$ cat config.mk
export PLATFORM = sky130hd
export DESIGN_NAME = wb_lsu_master
export DESIGN_NICKNAME = d
export VERILOG_FILES = /design/src/rtl/rv_wb_pkg.sv /design/src/rtl/wb_lane_align.sv /design/src/rtl/wb_lsu_master.sv
export SDC_FILE = /design/constraint.sdc
export NUM_CORES = 1
export LEC_CHECK = 0
export ABC_AREA = 0
export CAP_MARGIN = 20
export CORE_MARGIN = 2
export CORE_UTILIZATION = 49
export DETAILED_ROUTE_END_ITERATION = 10
export HOLD_SLACK_MARGIN = 0.15
export PLACE_DENSITY = 0.88
export SETUP_SLACK_MARGIN = 0.05
export SKIP_LAST_GASP = 1
export SYNTH_ARGS = -nofsm -noshare
export SYNTH_HDL_FRONTEND = slang
export SYNTH_HIERARCHICAL = 1
export SYNTH_SLANG_ARGS = --single-unit
$ cat constraint.sdc
create_clock -name i_clk -period 5.3 [get_ports i_clk]
set_input_delay 1.06 -clock i_clk [delete_from_list [all_inputs] [get_ports i_clk]]
set_output_delay 1.06 -clock i_clk [all_outputs]
set_load 0.02 [all_outputs]
$ cat src/rtl/rv_wb_pkg.sv
// Shared types and constants for the Wishbone load/store initiator.
package rv_wb_pkg;

    typedef enum logic [1:0] {
        SZ_BYTE = 2'd0,
        SZ_HALF = 2'd1,
        SZ_WORD = 2'd2
    } lsu_size_t;

    typedef enum logic [1:0] {
        IDLE = 2'd0,
        BUS  = 2'd1,
        RESP = 2'd2
    } lsu_state_t;

    localparam logic [3:0] WB_SEL_ALL = 4'hF;

endpackage

$ cat src/rtl/wb_lane_align.sv
// Byte-lane steering for the LSU: size/offset to select and replicated store
// data, alignment check, and right-justified, extended load data.
module wb_lane_align
    import rv_wb_pkg::*;
(
    input  logic [1:0]  i_size,
    input  logic [1:0]  i_offset,
    input  logic        i_unsigned,
    input  logic [31:0] i_wdata,
    input  logic [31:0] i_rdata,
    output logic [3:0]  o_sel,
    output logic [31:0] o_wdata,
    output logic        o_misalign,
    output logic [31:0] o_rdata
);

    logic [31:0] shifted;

    always_comb begin
        shifted    = i_rdata >> {i_offset, 3'b000};
        o_sel      = 4'b0000;
        o_wdata    = i_wdata;
        o_misalign = 1'b0;
        o_rdata    = '0;
        case (i_size)
            SZ_BYTE: begin
                o_sel   = 4'b0001 << i_offset;
                o_wdata = {4{i_wdata[7:0]}};
                o_rdata = i_unsigned ? {24'b0, shifted[7:0]}
                                     : {{24{shifted[7]}}, shifted[7:0]};
            end
            SZ_HALF: begin
                o_misalign = i_offset[0];
                o_sel      = 4'b0011 << i_offset;
                o_wdata    = {2{i_wdata[15:0]}};
                o_rdata    = i_unsigned ? {16'b0, shifted[15:0]}
                                        : {{16{shifted[15]}}, shifted[15:0]};
            end
            SZ_WORD: begin
                o_misalign = |i_offset;
                o_sel      = WB_SEL_ALL;
                // Offset is zero whenever a word access is legal, so this is the raw word.
                o_rdata    = shifted;
            end
            default: o_misalign = 1'b1;
        endcase
    end

endmodule

$ cat src/rtl/wb_lsu_master.sv
// Wishbone classic initiator for one outstanding core load/store.
// Optional ack watchdog enabled by defining WB_TIMEOUT_EN.
module wb_lsu_master
    import rv_wb_pkg::*;
#(
    parameter int unsigned TIMEOUT_CYCLES = 16,
    parameter int unsigned TIMEOUT_WIDTH  = 8
) (
    input  logic        i_clk,
    input  logic        i_reset_n,
    input  logic        i_req_valid,
    output logic        o_req_ready,
    input  logic [31:0] i_req_addr,
    input  logic        i_req_we,
    input  logic [1:0]  i_req_size,
    input  logic        i_req_unsigned,
    input  logic [31:0] i_req_wdata,
    output logic        o_rsp_valid,
    output logic [31:0] o_rsp_rdata,
    output logic        o_rsp_err,
    output logic [31:0] o_wb_addr,
    output logic        o_wb_cyc,
    output logic        o_wb_stb,
    output logic        o_wb_we,
    output logic [3:0]  o_wb_sel,
    output logic [31:0] o_wb_wdata,
    input  logic        i_wb_ack,
    input  logic [31:0] i_wb_rdata
);

    if (TIMEOUT_CYCLES < 2 || (64'd1 << TIMEOUT_WIDTH) <= 64'(TIMEOUT_CYCLES)) begin : g_param_check
        $error("wb_lsu_master: TIMEOUT_CYCLES must be >= 2 and fit in TIMEOUT_WIDTH bits");
    end

    lsu_state_t  state_q, state_d;
    logic [1:0]  off_q, off_d;
    logic [1:0]  size_q, size_d;
    logic        uns_q, uns_d;
    logic        wb_cyc_q, wb_cyc_d;
    logic        wb_we_q, wb_we_d;
    logic [31:0] wb_addr_q, wb_addr_d;
    logic [3:0]  wb_sel_q, wb_sel_d;
    logic [31:0] wb_wdata_q, wb_wdata_d;
    logic [31:0] rsp_rdata_q, rsp_rdata_d;
    logic        rsp_err_q, rsp_err_d;
`ifdef WB_TIMEOUT_EN
    logic [TIMEOUT_WIDTH-1:0] cnt_q, cnt_d;
`endif

    logic [1:0]  align_size;
    logic [1:0]  align_off;
    logic        align_uns;
    logic [3:0]  align_sel;
    logic [31:0] align_wdata;
    logic        align_misalign;
    logic [31:0] align_rdata;

    // In IDLE the aligner decodes the incoming request; afterwards it works on the latched copy.
    assign align_size = (state_q == IDLE) ? i_req_size          : size_q;
    assign align_off  = (state_q == IDLE) ? i_req_addr[1:0]     : off_q;
    assign align_uns  = (state_q == IDLE) ? i_req_unsigned      : uns_q;

    wb_lane_align u_align (
        .i_size     (align_size),
        .i_offset   (align_off),
        .i_unsigned (align_uns),
        .i_wdata    (i_req_wdata),
        .i_rdata    (i_wb_rdata),
        .o_sel      (align_sel),
        .o_wdata    (align_wdata),
        .o_misalign (align_misalign),
        .o_rdata    (align_rdata)
    );

    always_comb begin
        state_d     = state_q;
        off_d       = off_q;
        size_d      = size_q;
        uns_d       = uns_q;
        wb_cyc_d    = wb_cyc_q;
        wb_we_d     = wb_we_q;
        wb_addr_d   = wb_addr_q;
        wb_sel_d    = wb_sel_q;
        wb_wdata_d  = wb_wdata_q;
        rsp_rdata_d = rsp_rdata_q;
        rsp_err_d   = rsp_err_q;
`ifdef WB_TIMEOUT_EN
        cnt_d       = cnt_q;
`endif
        unique case (state_q)
            IDLE: begin
                if (i_req_valid) begin
                    off_d  = i_req_addr[1:0];
                    size_d = i_req_size;
                    uns_d  = i_req_unsigned;
                    if (align_misalign) begin
                        rsp_err_d   = 1'b1;
                        rsp_rdata_d = '0;
                        state_d     = RESP;
                    end else begin
                        wb_cyc_d   = 1'b1;
                        wb_we_d    = i_req_we;
                        wb_addr_d  = {i_req_addr[31:2], 2'b00};
                        wb_sel_d   = align_sel;
                        wb_wdata_d = align_wdata;
                        state_d    = BUS;
`ifdef WB_TIMEOUT_EN
                        cnt_d      = '0;
`endif
                    end
                end
            end
            BUS: begin
                if (i_wb_ack) begin
                    wb_cyc_d    = 1'b0;
                    rsp_err_d   = 1'b0;
                    rsp_rdata_d = wb_we_q ? '0 : align_rdata;
                    state_d     = RESP;
                end
`ifdef WB_TIMEOUT_EN
                else if (cnt_q == TIMEOUT_WIDTH'(TIMEOUT_CYCLES - 1)) begin
                    wb_cyc_d    = 1'b0;
                    rsp_err_d   = 1'b1;
                    rsp_rdata_d = '0;
                    state_d     = RESP;
                end else begin
                    cnt_d = cnt_q + TIMEOUT_WIDTH'(1);
                end
`endif
            end
            RESP:    state_d = IDLE;
            default: state_d = IDLE;
        endcase
    end

    always_ff @(posedge i_clk or negedge i_reset_n) begin
        if (!i_reset_n) begin
            state_q     <= IDLE;
            off_q       <= '0;
            size_q      <= '0;
            uns_q       <= 1'b0;
            wb_cyc_q    <= 1'b0;
            wb_we_q     <= 1'b0;
            wb_addr_q   <= '0;
            wb_sel_q    <= '0;
            wb_wdata_q  <= '0;
            rsp_rdata_q <= '0;
            rsp_err_q   <= 1'b0;
`ifdef WB_TIMEOUT_EN
            cnt_q       <= '0;
`endif
        end else begin
            state_q     <= state_d;
            off_q       <= off_d;
            size_q      <= size_d;
            uns_q       <= uns_d;
            wb_cyc_q    <= wb_cyc_d;
            wb_we_q     <= wb_we_d;
            wb_addr_q   <= wb_addr_d;
            wb_sel_q    <= wb_sel_d;
            wb_wdata_q  <= wb_wdata_d;
            rsp_rdata_q <= rsp_rdata_d;
            rsp_err_q   <= rsp_err_d;
`ifdef WB_TIMEOUT_EN
            cnt_q       <= cnt_d;
`endif
        end
    end

    assign o_req_ready = (state_q == IDLE);
    assign o_rsp_valid = (state_q == RESP);
    assign o_rsp_rdata = rsp_rdata_q;
    assign o_rsp_err   = rsp_err_q;
    assign o_wb_cyc    = wb_cyc_q;
    assign o_wb_stb    = wb_cyc_q;
    assign o_wb_we     = wb_we_q;
    assign o_wb_addr   = wb_addr_q;
    assign o_wb_sel    = wb_sel_q;
    assign o_wb_wdata  = wb_wdata_q;

endmodule
==> impl_metrics.yaml <==
min_path:
  hold_depth: 1
  hold_start: "o_wb_wdata[7]$_DFFE_PN0P_"
  hold_class: "reg2reg"
  min_to: "o_wb_wdata[7]$_DFFE_PN0P_"
run_status:
  outcome: "completed"
yosys:
  ys_async_sr_fraction_pct: 100
  synth-xor-area-share_pct: 0.549
  synth_compound_area_share_pct: 6.19
  ys_top_cells_by_area: "dfrtp_1 (46%), mux2_2 (20%), mux2i_1 (7.9%)"
  synthMuxAreaShare_pct: 27.5
  yosysSeqAreaShare_pct: 45.6
  synth-main-ff-cell: "dfrtp_1"
  netlist_area_sq_um: 5920
  synth_top_area_share_pct: 45.6
  yosysWarningCount: 6
  synth-edff-count: 0
  synth_common_cells: "dfrtp_1 (108), mux2_2 (103), nand2_1 (58), mux2i_1 (47), inv_1 (36)"
  avgSynthCellArea_sq_um: 11.7
  yosysTopAreaCell: "dfrtp_1"
  synth_simple_gate_area_share_pct: 12.0
  synth.most_common_cell: "dfrtp_1"
  ys_types: 46
  synthAdderAreaFrac_pct: 0
  synthCells: 505
  synth_top_family_by_area: "multiplexers"
  ys_ff_latch: 108
floorplanning:
  die_area_sq_um: 13000
  die_w_microns: 114
  core_region_area_sq_um: 11900
  die_h_microns: 114
  rows: 40
  start_util_pct: 49.7
  num_io_pins: 210
routing:
  wl_per_cell_microns: 19.2
  drtPass1Iterations: 4
  ant_nets: 0
  drtIter0Drc: 316
  drc: 0
  drt-total-wl_microns: 16100
  vias: 4613
  viasPerCell: 5.52
setup_path:
  r2r_cells: 8
  end_kind: "register"
  cp.arrival_ns: 4.13
  reg2reg_slack_ns: 1.69
  reg2reg_to: "o_wb_addr[28]$_DFFE_PN0P_"
  critical_path_class: "in2reg"
  start_kind: "primary input"
  crit_required_ns: 5.53
  timing.rr.start: "state_q[1]$_DFFE_PN0P_"
  crit_path_max_fanout: 36
placed_design:
  hpwl_microns: 11700
  globalplace.congestion: 0.901
  io_buffers: 207
  dp_cells: 820
  postPlaceCellArea_sq_um: 7890
timing:
  fin_tns_setup_ns: 0
  period_share_pct: 73.5
  relSlewSlack_pct: 46.2
  drv_slew: 0
  fin_skew_ns: 0.00812
  hold_viol_final: 0
  finalSetupViolations: 0
  worst_slew_pin_slew_ns: 0.808
  period_needed_ns: 3.89
  max_freq_mhz: 257
  rsz0062_at_grt: "false"
clock_network:
  cts.path.max_buffers: 2
  clk_pin_slew_ns: 0.07
  numCtsBuffers: 9
  cts_tree: "yes"
  cts_setup_buffers: 0
  cts.htree.levels: 3
  post_cts_resize_count: 0
  hold_buffers: 0
  cts.sinks: 108
  clk-insertion-delay-late_ns: 0.35
  cts-root-buf: "clkbuf_16"
global_routing:
  antenna_found_initial: 0
  grt_pass1_vias: 4854
  grt_pass1_wl_microns: 25300
  grt_max_degree: 61
  grtUsageTotal_pct: 25.1
  grt_overflow_total: 0
pwr:
  ir_worst_vdd_v: 0.000359
  power_density_nw_per_um2: 613
  power_frac_seq_pct: 28.3
  p_switching_uw: 2060
  p_int_uw: 2950
  combinationalPowerShare_pct: 58.7
  pwr-share-clk_pct: 13.0
  p_sw_share_pct: 41.1
  power_leakage_uw: 0.00329
cells_and_area:
  stdcell_count: 836
  syn2layout_area_growth_pct: 38.2
  drive_gt1_share_pct: 23.5
  antenna_cells: 0
  nets: 788
  design_area_sq_um: 8180
job:
  maxCapViolCount: 0
-- critical path, cell delays in order --
cell	delay [ns]
clkdlybuf4s50_1	0.42
mux2_2	0.55
nor2_4	0.38
a21oi_1	0.12
inv_1	0.09
and3_2	0.72
buf_4	0.39
mux2_2	0.37
-- how the worst max path moves through the flow --
stage | to | slack, ns | depth (start not counted) | start
2_1_floorplan | o_wb_addr[24]$_DFFE_PN0P_ | 2.30 | 11 | i_req_size[0]
3_3_place_gp | o_wb_wdata[27]$_DFFE_PN0P_ | 1.16 | 8 | i_req_size[1]
3_5_place_dp | o_wb_addr[6]$_DFFE_PN0P_ | 1.05 | 8 | i_req_size[1]
4_1_cts | o_wb_addr[6]$_DFFE_PN0P_ | 1.43 | 8 | i_req_size[1]
5_1_grt | o_wb_wdata[26]$_DFFE_PN0P_ | 1.25 | 8 | i_req_size[1]
6_report | o_wb_addr[28]$_DFFE_PN0P_ | 1.41 | 8 | i_req_size[1]
-- cells by family (layout without fill, tap and decap cells) --
kind of cell,after synthesis,in the layout
compound gates,45,45
xor+xnor,2,2
buf+inv,82,265
flops,108,108
mux,150,150
other cells,1,2
simple gates,117,117
-- metrics by stage --
stage / hold WS [ns] / setup WS [ns] / util [%] / total power, uW
floorplan: 0.477 / 2.30 / - / 3330
global placement: 0.486 / 1.16 / 66.3 / 4280
detailed placement: 0.492 / 1.05 / 66.3 / 4360
CTS: 0.507 / 1.43 / 68.7 / 5030
global route: 0.528 / 1.25 / 68.7 / 5280
finish: 0.506 / 1.41 / 68.7 / 5010
-- sequential cells by signal, indices dropped and copies added (netlist names), 2 cells and up --
register     flops
state_q          2
o_wb_wdata      32
o_wb_addr       30
size_q           2
o_wb_sel         4
o_rsp_rdata     32
off_q            2
-- power by group through the flow --
stage,Clock [uW],Sequential (uW),Combinational (uW)
after floorplan,0,1790,1540
after CTS,662,1420,2950
after global placement,0,1410,2870
after global routing,696,1460,3120
final,653,1420,2940
after detailed placement,0,1420,2940
-- layer usage --
metal	share of wire [%]	GRT usage, %	vias up
li1	-	-	2095
met1	40	30.3	2254
met2	49	42.6	240
met3	9.5	7.17	24
met4	2.3	9.84	0
met5	0	0	-
-- cell type report --
class                   count  area, sq um
clock buffers              12          256
clock inverters             4         31.3
fillers                   853         3730
inverters                  37          139
multi-input cells         316         2760
flip-flops and latches    108         2700
well taps                 147          184
repair buffers            212         2110
-- cells in the final DEF, fill, tap and decap left out, types with 6 or more instances in the layout --
cell / n
buf_4: 6
nand4_2: 10
inv_1: 36
a211oi_1: 13
o21ai_1: 8
nand3_1: 10
dfrtp_1: 108
nand4_1: 6
mux2_2: 103
clkdlybuf4s50_1: 206
nand2_1: 58
clkbuf_16: 9
nor2b_1: 9
o221ai_2: 7
mux2i_1: 47
(Power assumes the default switching activity.)
